<file path="src/rtl/game_sequencer.sv">
// Turn sequencer for Wild Misere Tic Tac Toe: collects a digit+letter move, validates it,
// commits it to the board, hands the cell to the plot engine and tracks turn and result.
module game_sequencer #(
  parameter logic [1:0] FIRST_PLAYER = 2'b01,
  parameter int         CELL_X0      = 20,
  parameter int         CELL_PITCH   = 40
) (
  input  logic        clock,
  input  logic        resetn,
  input  logic        key_valid,
  input  logic [6:0]  key_ascii,
  input  logic [17:0] board,
  input  logic        check,
  input  logic [1:0]  data_result,
  output logic        wr_en,
  output logic [3:0]  wr_pos,
  output logic [1:0]  wr_data,
  output logic        clr,
  output logic        draw_req,
  output logic [7:0]  draw_x,
  output logic [6:0]  draw_y,
  output logic [1:0]  draw_data,
  input  logic        draw_done,
  output logic [1:0]  turn,
  output logic        err,
  output logic        game_over,
  output logic [1:0]  winner
);

  localparam logic [2:0] S_POS    = 3'd0;
  localparam logic [2:0] S_TYPE   = 3'd1;
  localparam logic [2:0] S_COMMIT = 3'd2;
  localparam logic [2:0] S_DRAW   = 3'd3;
  localparam logic [2:0] S_CHECK  = 3'd4;
  localparam logic [2:0] S_OVER   = 3'd5;

  localparam logic [7:0] X_COL0 = 8'(CELL_X0);
  localparam logic [7:0] X_COL1 = 8'(CELL_X0 + CELL_PITCH);
  localparam logic [7:0] X_COL2 = 8'(CELL_X0 + 2 * CELL_PITCH);
  localparam logic [6:0] Y_ROW0 = 7'd0;
  localparam logic [6:0] Y_ROW1 = 7'(CELL_PITCH);
  localparam logic [6:0] Y_ROW2 = 7'(2 * CELL_PITCH);

  logic [2:0] state_q, state_d;
  logic [1:0] turn_q, turn_d;
  logic [3:0] pos_q, pos_d;
  logic [1:0] data_q, data_d;
  logic [1:0] winner_q, winner_d;
  logic [7:0] drawX_q, drawX_d;
  logic [6:0] drawY_q, drawY_d;
  logic       err_q, err_d;
  logic       clr_q, clr_d;
  logic       drawSeen_q;

  logic       isDigit, isLetter, isCancel, isNew;
  logic [1:0] letterCode;
  logic [1:0] cellCode;
  logic [7:0] lookX;
  logic [6:0] lookY;

  always_comb begin
    isDigit    = (key_ascii >= 7'h31) && (key_ascii <= 7'h39);
    isCancel   = (key_ascii == 7'h08);
    isNew      = (key_ascii == 7'h4E) || (key_ascii == 7'h6E);
    letterCode = 2'b00;
    if ((key_ascii == 7'h42) || (key_ascii == 7'h62)) letterCode = 2'b01;
    if ((key_ascii == 7'h52) || (key_ascii == 7'h72)) letterCode = 2'b10;
    isLetter   = (letterCode != 2'b00);
  end

  assign cellCode = 2'(board >> {pos_q - 4'd1, 1'b0});

  // Cell-to-pixel lookup replaces the divide/modulo by three.
  always_comb begin
    lookX = 8'd0;
    lookY = 7'd0;
    case (pos_q)
      4'd1: begin lookX = X_COL0; lookY = Y_ROW0; end
      4'd2: begin lookX = X_COL1; lookY = Y_ROW0; end
      4'd3: begin lookX = X_COL2; lookY = Y_ROW0; end
      4'd4: begin lookX = X_COL0; lookY = Y_ROW1; end
      4'd5: begin lookX = X_COL1; lookY = Y_ROW1; end
      4'd6: begin lookX = X_COL2; lookY = Y_ROW1; end
      4'd7: begin lookX = X_COL0; lookY = Y_ROW2; end
      4'd8: begin lookX = X_COL1; lookY = Y_ROW2; end
      4'd9: begin lookX = X_COL2; lookY = Y_ROW2; end
      default: begin lookX = 8'd0; lookY = 7'd0; end
    endcase
  end

  always_comb begin
    state_d  = state_q;
    turn_d   = turn_q;
    pos_d    = pos_q;
    data_d   = data_q;
    winner_d = winner_q;
    drawX_d  = drawX_q;
    drawY_d  = drawY_q;
    err_d    = 1'b0;
    clr_d    = 1'b0;
    case (state_q)
      S_POS: begin
        if (key_valid) begin
          if (isDigit) begin
            pos_d   = key_ascii[3:0];
            state_d = S_TYPE;
          end else if (isLetter) begin
            err_d = 1'b1;
          end
        end
      end
      S_TYPE: begin
        if (key_valid) begin
          if (isDigit) begin
            pos_d = key_ascii[3:0];
          end else if (isCancel) begin
            state_d = S_POS;
          end else if (isLetter) begin
            if (cellCode != 2'b00) begin
              err_d   = 1'b1;
              state_d = S_POS;
            end else begin
              data_d  = letterCode;
              state_d = S_COMMIT;
            end
          end
        end
      end
      S_COMMIT: begin
        drawX_d = lookX;
        drawY_d = lookY;
        state_d = S_DRAW;
      end
      // The first S_DRAW cycle ignores draw_done so the board write has settled.
      S_DRAW: begin
        if (draw_done && drawSeen_q) state_d = S_CHECK;
      end
      S_CHECK: begin
        state_d = S_OVER;
        if (!check) begin
          turn_d  = {turn_q[0], turn_q[1]};
          state_d = S_POS;
        end else if (data_result == 2'b11) begin
          winner_d = 2'b11;
        end else begin
          winner_d = {turn_q[0], turn_q[1]};
        end
      end
      S_OVER: begin
        if (key_valid && isNew) begin
          clr_d    = 1'b1;
          turn_d   = FIRST_PLAYER;
          winner_d = 2'b00;
          state_d  = S_POS;
        end
      end
      default: state_d = S_POS;
    endcase
  end

  always_ff @(posedge clock) begin
    if (resetn) begin
      state_q    <= S_POS;
      turn_q     <= FIRST_PLAYER;
      pos_q      <= 4'd0;
      data_q     <= 2'b00;
      winner_q   <= 2'b00;
      drawX_q    <= 8'd0;
      drawY_q    <= 7'd0;
      err_q      <= 1'b0;
      clr_q      <= 1'b0;
      drawSeen_q <= 1'b0;
    end else begin
      state_q    <= state_d;
      turn_q     <= turn_d;
      pos_q      <= pos_d;
      data_q     <= data_d;
      winner_q   <= winner_d;
      drawX_q    <= drawX_d;
      drawY_q    <= drawY_d;
      err_q      <= err_d;
      clr_q      <= clr_d;
      drawSeen_q <= (state_q == S_DRAW);
    end
  end

  assign wr_en     = (state_q == S_COMMIT);
  assign wr_pos    = wr_en ? pos_q : 4'd0;
  assign wr_data   = wr_en ? data_q : 2'b00;
  assign draw_req  = (state_q == S_DRAW);
  assign draw_data = draw_req ? data_q : 2'b00;
  assign draw_x    = drawX_q;
  assign draw_y    = drawY_q;
  assign clr       = clr_q;
  assign err       = err_q;
  assign turn      = turn_q;
  assign winner    = winner_q;
  assign game_over = (state_q == S_OVER);

endmodule

</file>
<file path="config.mk">
export PLATFORM = sky130hd
export DESIGN_NAME = game_sequencer
export DESIGN_NICKNAME = d
export VERILOG_FILES = /design/src/rtl/game_sequencer.sv
export SDC_FILE = /design/constraint.sdc
export NUM_CORES = 1
export LEC_CHECK = 0
export BUFFER_PORTS_ARGS = -buffer_cell sky130_fd_sc_hd__buf_4
export CAP_MARGIN = 20
export CORE_MARGIN = 2
export CORE_UTILIZATION = 46
export DETAILED_ROUTE_END_ITERATION = 7
export HOLD_SLACK_MARGIN = 0.08
export MAX_ROUTING_LAYER = met4
export PLACE_DENSITY = 0.86
export RECOVER_POWER = 25
export SYNTH_ARGS = -nofsm -noshare
export SYNTH_HDL_FRONTEND = slang
export SYNTH_SLANG_ARGS = --single-unit
</file>
<file path="constraint.sdc">
create_clock -name clock -period 2.85 [get_ports clock]
set_clock_uncertainty 0.15 [all_clocks]
set_input_delay 0.285 -clock clock [delete_from_list [all_inputs] [get_ports clock]]
set_output_delay 0.285 -clock clock [all_outputs]
set_load 0.02 [all_outputs]
</file>
### Word level (Yosys, flattened, before mapping)

Memories as Yosys holds them, arrays and structs flattened. A register that Yosys moved wholly into a read port is not among the register bits.
Cells that the tools add are included.

| storage, ports and cells | value |
|---|---|
| register bits after elaboration | 31 |
| bits in read-only memories | 144 |
| output and inout bits | 32 |
| memories kept | 1 |

Memory list:

| name | words | width | rd ports | clocked after Yosys merged registers in | write ports | RTL line | source |
|---|---|---|---|---|---|---|---|
| (no name shown) | 16 | 9 | 1 | 1 | 0 | 77 | `case (pos_q)` |

| cells by class | value |
|---|---|
| add/sub/neg operators | 1 |
| magnitude comparators | 2 |
| equal/unequal tests | 22 |
| shift operators | 1 |
| mux-type cells | 33 |
| bitwise operators | 4 |
| reduce and logical (&&, ||, !) cells | 17 |

Operator list:

| operator | number |
|---|---|
| equality test 7 bit, second input constant | 6 |
| two-way mux 3 bit | 9 |
| two-way mux 2 bit | 9 |
| case mux 3 bit (6 select lines) | 1 |
| >> shifter 18 x 5 -> 2 bit | 1 |
| != test 2 bit, second input constant | 6 |
| two-way mux 1 bit | 10 |
| AND reduction 3 bit | 3 |
| case mux 2 bit (2 select lines) | 2 |
| equality test 7 x 4 -> 1 bit, second input constant | 1 |
| >= comparator 7 x 6 -> 1 bit, second input constant | 1 |
| <= comparator 7 x 6 -> 1 bit, second input constant | 1 |
| AND reduction 7 bit | 1 |
| equality test 3 x 2 -> 1 bit, second input constant | 2 |
| equality test 3 bit, second input constant | 2 |
| AND reduction 6 bit | 1 |
| nonzero test 2 bit | 3 |
| two-way mux 4 bit | 1 |
| != test 2 x 1 -> 1 bit, second input constant | 2 |
| inverter 1 bit | 4 |
| OR reduction 2 bit | 2 |
| subtractor 4 x 1 -> 4 bit, second input constant | 1 |
| equality test 3 x 1 -> 1 bit, second input constant | 1 |
| logical AND 1 bit | 3 |
| other kinds (5) | 7 |

### Logic depth before layout (Yosys ltp)

| logic depth | value |
|---|---|
| depth in word-level cells | 10 |
| gate-level depth with buffers | 8 |
| mapped depth without buffers | 7 |

### Worst setup path before layout

Ideal clock, no wire load.

| path | value |
|---|---|
| path type | register to register |
| from | register pos_q[0] |
| to | register data_q[0] |
| arrival time | 1.955 ns |
| required time | 2.579 ns |
| slack | 0.624 ns |
| cell stages (with the launch flop) | 9 |
| path buffers | 1 |
| clock period less this slack | 2.226 ns |
| cell sequence | dfxtp_1 > buf_6 > inv_1 > ha_1 > o211ai_1 > o21ai_0 > o32ai_1 > o211ai_2 > mux2_4 |

| on the way | value |
|---|---|
| word-level cells in the longest chain between the ends | 5 |

RTL lines:

| element | RTL line | source |
|---|---|---|
| from (decl) | 46 | `logic [3:0] pos_q, pos_d;` |
| from (signal assigned) | 176 | `pos_q <= pos_d;` |
| subtractor 4 x 1 -> 4 bit | 71 | `assign cellCode = 2'(board >> {pos_q - 4'd1, 1'b0});` |
| >> shifter 18 x 5 -> 2 bit | 71 |  |
| nonzero test 2 bit | 119 | `if (cellCode != 2'b00) begin` |
| inverter 1 bit (no line) | - |  |
| AND reduction 6 bit (no line) | - |  |
| to (signal assigned) | 177 | `data_q <= data_d;` |
| to (decl) | 47 | `logic [1:0] data_q, data_d;` |

Every way passes these cells.
A chain may end at the register's enable or synchronous reset.

### Worst setup path after layout

| path | value |
|---|---|
| from | register pos_q[1] |
| to | register data_q[0] |

The elaborated chain is that of the path after synthesis.

==> flow_summary_export.csv <==
group,metric,value,unit
die,rows,20,
cts,cts_buffers,3,
timing,fmax,408,MHz
setup_path,cp.required,2.92,ns
detailed_routing,drt_iter0_drc,43,
logic_synthesis,yosysWarnings,0,
timing,setup-violations-final,0,
place,dp_hpwl,2900,um
setup_path,start_kind,"register",
detailed_routing,drtPass1Iterations,4,
detailed_routing,vias_per_cell,5.35,
global_route,grt_use_met2,37.6,%
global_route,grt_pass1_vias,1365,
setup_path,slowest_delay,0.50,ns
logic_synthesis,synthFlopType,"dfxtp_1",
global_route,overflow,0,
cts,cts_setup_buffers,0,
final_layout,area.growth.synth_to_final,25.8,%
logic_synthesis,synth_edf_count,0,
setup_path,crit_path_top_delay_cell,"dfxtp_1",
detailed_routing,routed-via-count,1504,
cts,clkLatencyLatePin,0.31,ns
timing,worst_pin_slew,0.608,ns
cts,clk_root_buffer_cell,"clkbuf_4",
timing,rsz0062_at_grt,"no",
global_route,grt_pass1_wl,5810,um
final_layout,layout_common_cells,"46 x buf_4, 27 x nor2_1, 23 x dfxtp_1",
detailed_routing,avgRoutedWirePerCell,12.8,um
global_route,use_met3,4.35,%
logic_synthesis,async_reset_ff_share,0,%
pwr,ir_drop,0.000270,V
cts,cts-resized-gates,0,
detailed_routing,wirelength,3610,um
setup_path,worstSetupPathType,"register to register",
hold_path,hp-class,"input pin to register",
job,cap_violations,0,
timing,min_period,2.45,ns
final_layout,mostFrequentLayoutCell,"buf_4",
place,dp.cells,276,
setup_path,crit_path_cell_trace,"inv_1 > ha_1 > o211ai_1 > o21ai_0 > o32ai_1 > o211ai_2 > mux2_4",
die,die_area,0.00382,mm2
logic_synthesis,syn_inst,186,
final_layout,fill_cells,321,
die,dieWidth,61.8,um
die,die_h,61.8,um
detailed_routing,route.detailed.drc,0,
timing,period_share,86.0,%
place,io_buffers,57,
cts,htree_num_levels,1,
final_layout,diodes,0,
timing,hold_violations,0,
pwr,power,0.919,mW
die,start_util,49.5,%
global_route,grt_max_degree,26,
logic_synthesis,synth_area,0.00154,mm2
cts,cts_tree,"built",
timing,worst_slew_margin_rel,59.1,%
pwr,p_leak,0.843,nW
logic_synthesis,synth_area_per_cell,8.25,um2
cts,path_clk_slew,0.13,ns
final_layout,drive_above_1_share,25.7,%
final_layout,final_nets,277,
setup_path,worstPathMaxFanout,7,
global_route,grt-busiest-layer,"met2",
logic_synthesis,synth_cell_types,52,
logic_synthesis,synth-seq-cells,23,
global_route,gr-usage-met1,23.1,%
global_route,grt_usage,20.8,%
place,place.gp.congestion,0.905,
run_status,status,"completed",
cts,cts.sinks,23,
die,core,0.00310,mm2
detailed_routing,final_antenna_net_count,0,
global_route,antenna_found_initial,0,
timing,slew_viol_final,0,
logic_synthesis,ys_seq_area_share,30.0,%
final_layout,final_cells,281,
final_layout,regArea,460,um2
cts,clk_path_buf_depth,2,
die,io_pins,64,
setup_path,cp-end-kind,"register",
timing,setup_tns,0,ns
final_layout,multi_input_area,955,um2
pwr,power_density,476,mW/mm2
setup_path,critPathArrivalTime,2.53,ns
==> state kept, by name, summed over array words and instances, names as in the netlist <==
signal / flops
clr: 1
data_q: 2
drawSeen_q: 1
draw_x: 5
draw_y: 2
err: 1
pos_q: 4
state_q: 3
turn: 2
winner: 2
==> synthesized netlist by cell type (2+ instances only) <==
cell type | count | area, um2
mux2i_1 | 6 | 60.1
o211ai_1 | 3 | 22.5
a211oi_1 | 3 | 22.5
ha_1 | 7 | 87.6
buf_2 | 3 | 15.0
a31oi_1 | 3 | 18.8
nand2_1 | 13 | 48.8
nand2b_1 | 5 | 31.3
nor2b_1 | 3 | 18.8
buf_4 | 8 | 60.1
nor4_1 | 3 | 18.8
o2111a_1 | 2 | 22.5
and2_1 | 3 | 18.8
and3_1 | 3 | 18.8
clkbuf_1 | 5 | 18.8
nor2_1 | 27 | 101
nor3_1 | 5 | 25.0
xnor2_1 | 2 | 17.5
inv_1 | 8 | 30.0
or3_1 | 4 | 25.0
nand3_1 | 3 | 15.0
a221oi_1 | 2 | 17.5
a21oi_1 | 7 | 35.0
dfxtp_1 | 23 | 460
nand3b_1 | 2 | 15.0
o32ai_1 | 2 | 17.5
o21ai_0 | 6 | 30.0
==> layer usage <==
layer	vias to the layer above	wire length (um)
met5	-	0
met4	0	33
li1	757	-
met1	710	1530
met2	33	1930
met3	4	115
==> metrics by stage <==
stage / utilization [%] / hold WS (ns) / area [um2] / setup WS [ns]
final: 62.3 / 0.0961 / 1930 / 0.399
after CTS: 63.4 / 0.0855 / 1970 / 0.397
after floorplan: - / 0.204 / 1550 / 0.624
after global placement: 62.5 / 0.327 / 1940 / 0.489
after detailed placement: 62.5 / 0.319 / 1940 / 0.397
after global routing: 62.3 / 0.0883 / 1930 / 0.251
==> final cells by class <==
| class | instances | share of cell area [%] |
|---|---|---|
| multi-input cells | 142 | 49.4 |
| flip-flops and latches | 23 | 23.8 |
| repair buffers | 59 | 20.7 |
| well taps | 44 | 2.85 |
| inverters | 9 | 1.75 |
| clock buffers | 3 | 1.17 |
| clock inverters | 1 | 0.259 |
==> worst paths after layout <==
kind	to	from	depth (start not counted)	slack (ns)
min reg2reg	winner[0]	winner[0]	2	0.34
min	pos_q[0]	key_ascii[0]	3	0.1
max reg2reg	data_q[0]	pos_q[1]	7	0.40
max	data_q[0]	pos_q[1]	7	0.40
==> timing repair <==
action                                  CTS  global route
endpoints found under the setup margin    0             0
hold buffers                              0             1
hold endpoints to repair                  0             1
==> kinds of logic (layout without fill, tap and decap cells) <==
family,Yosys count,count (layout),synth area share [%]
AND/OR/NAND/NOR,79,79,26.5
multiplexers,7,7,4.89
adder cells (fa/ha/maj),7,7,5.70
flip-flops,23,23,30.0
XOR/XNOR,2,2,1.14
other,1,6,0.244
buffers and inverters,26,72,9.05
AO/OA/AOI/OAI,41,41,22.5
==> report_power, final <==
part,switching (mW),total [mW],internal [mW],leakage (nW)
Sequential,0.0475,0.407,0.360,0.186
Clock,0.103,0.155,0.0525,0.0177
Combinational,0.213,0.356,0.143,0.639
==> worst max-delay path, delay by kind of cell, from the launching register on <==
| kind | cells | cell delay [ns] |
|---|---|---|
| flops | 1 | 0.50 |
| mux | 1 | 0.33 |
| compound gates | 4 | 0.84 |
| fa+ha+maj | 1 | 0.39 |
| buf+inv | 1 | 0.16 |
Power figures use the tool's default switching activity.
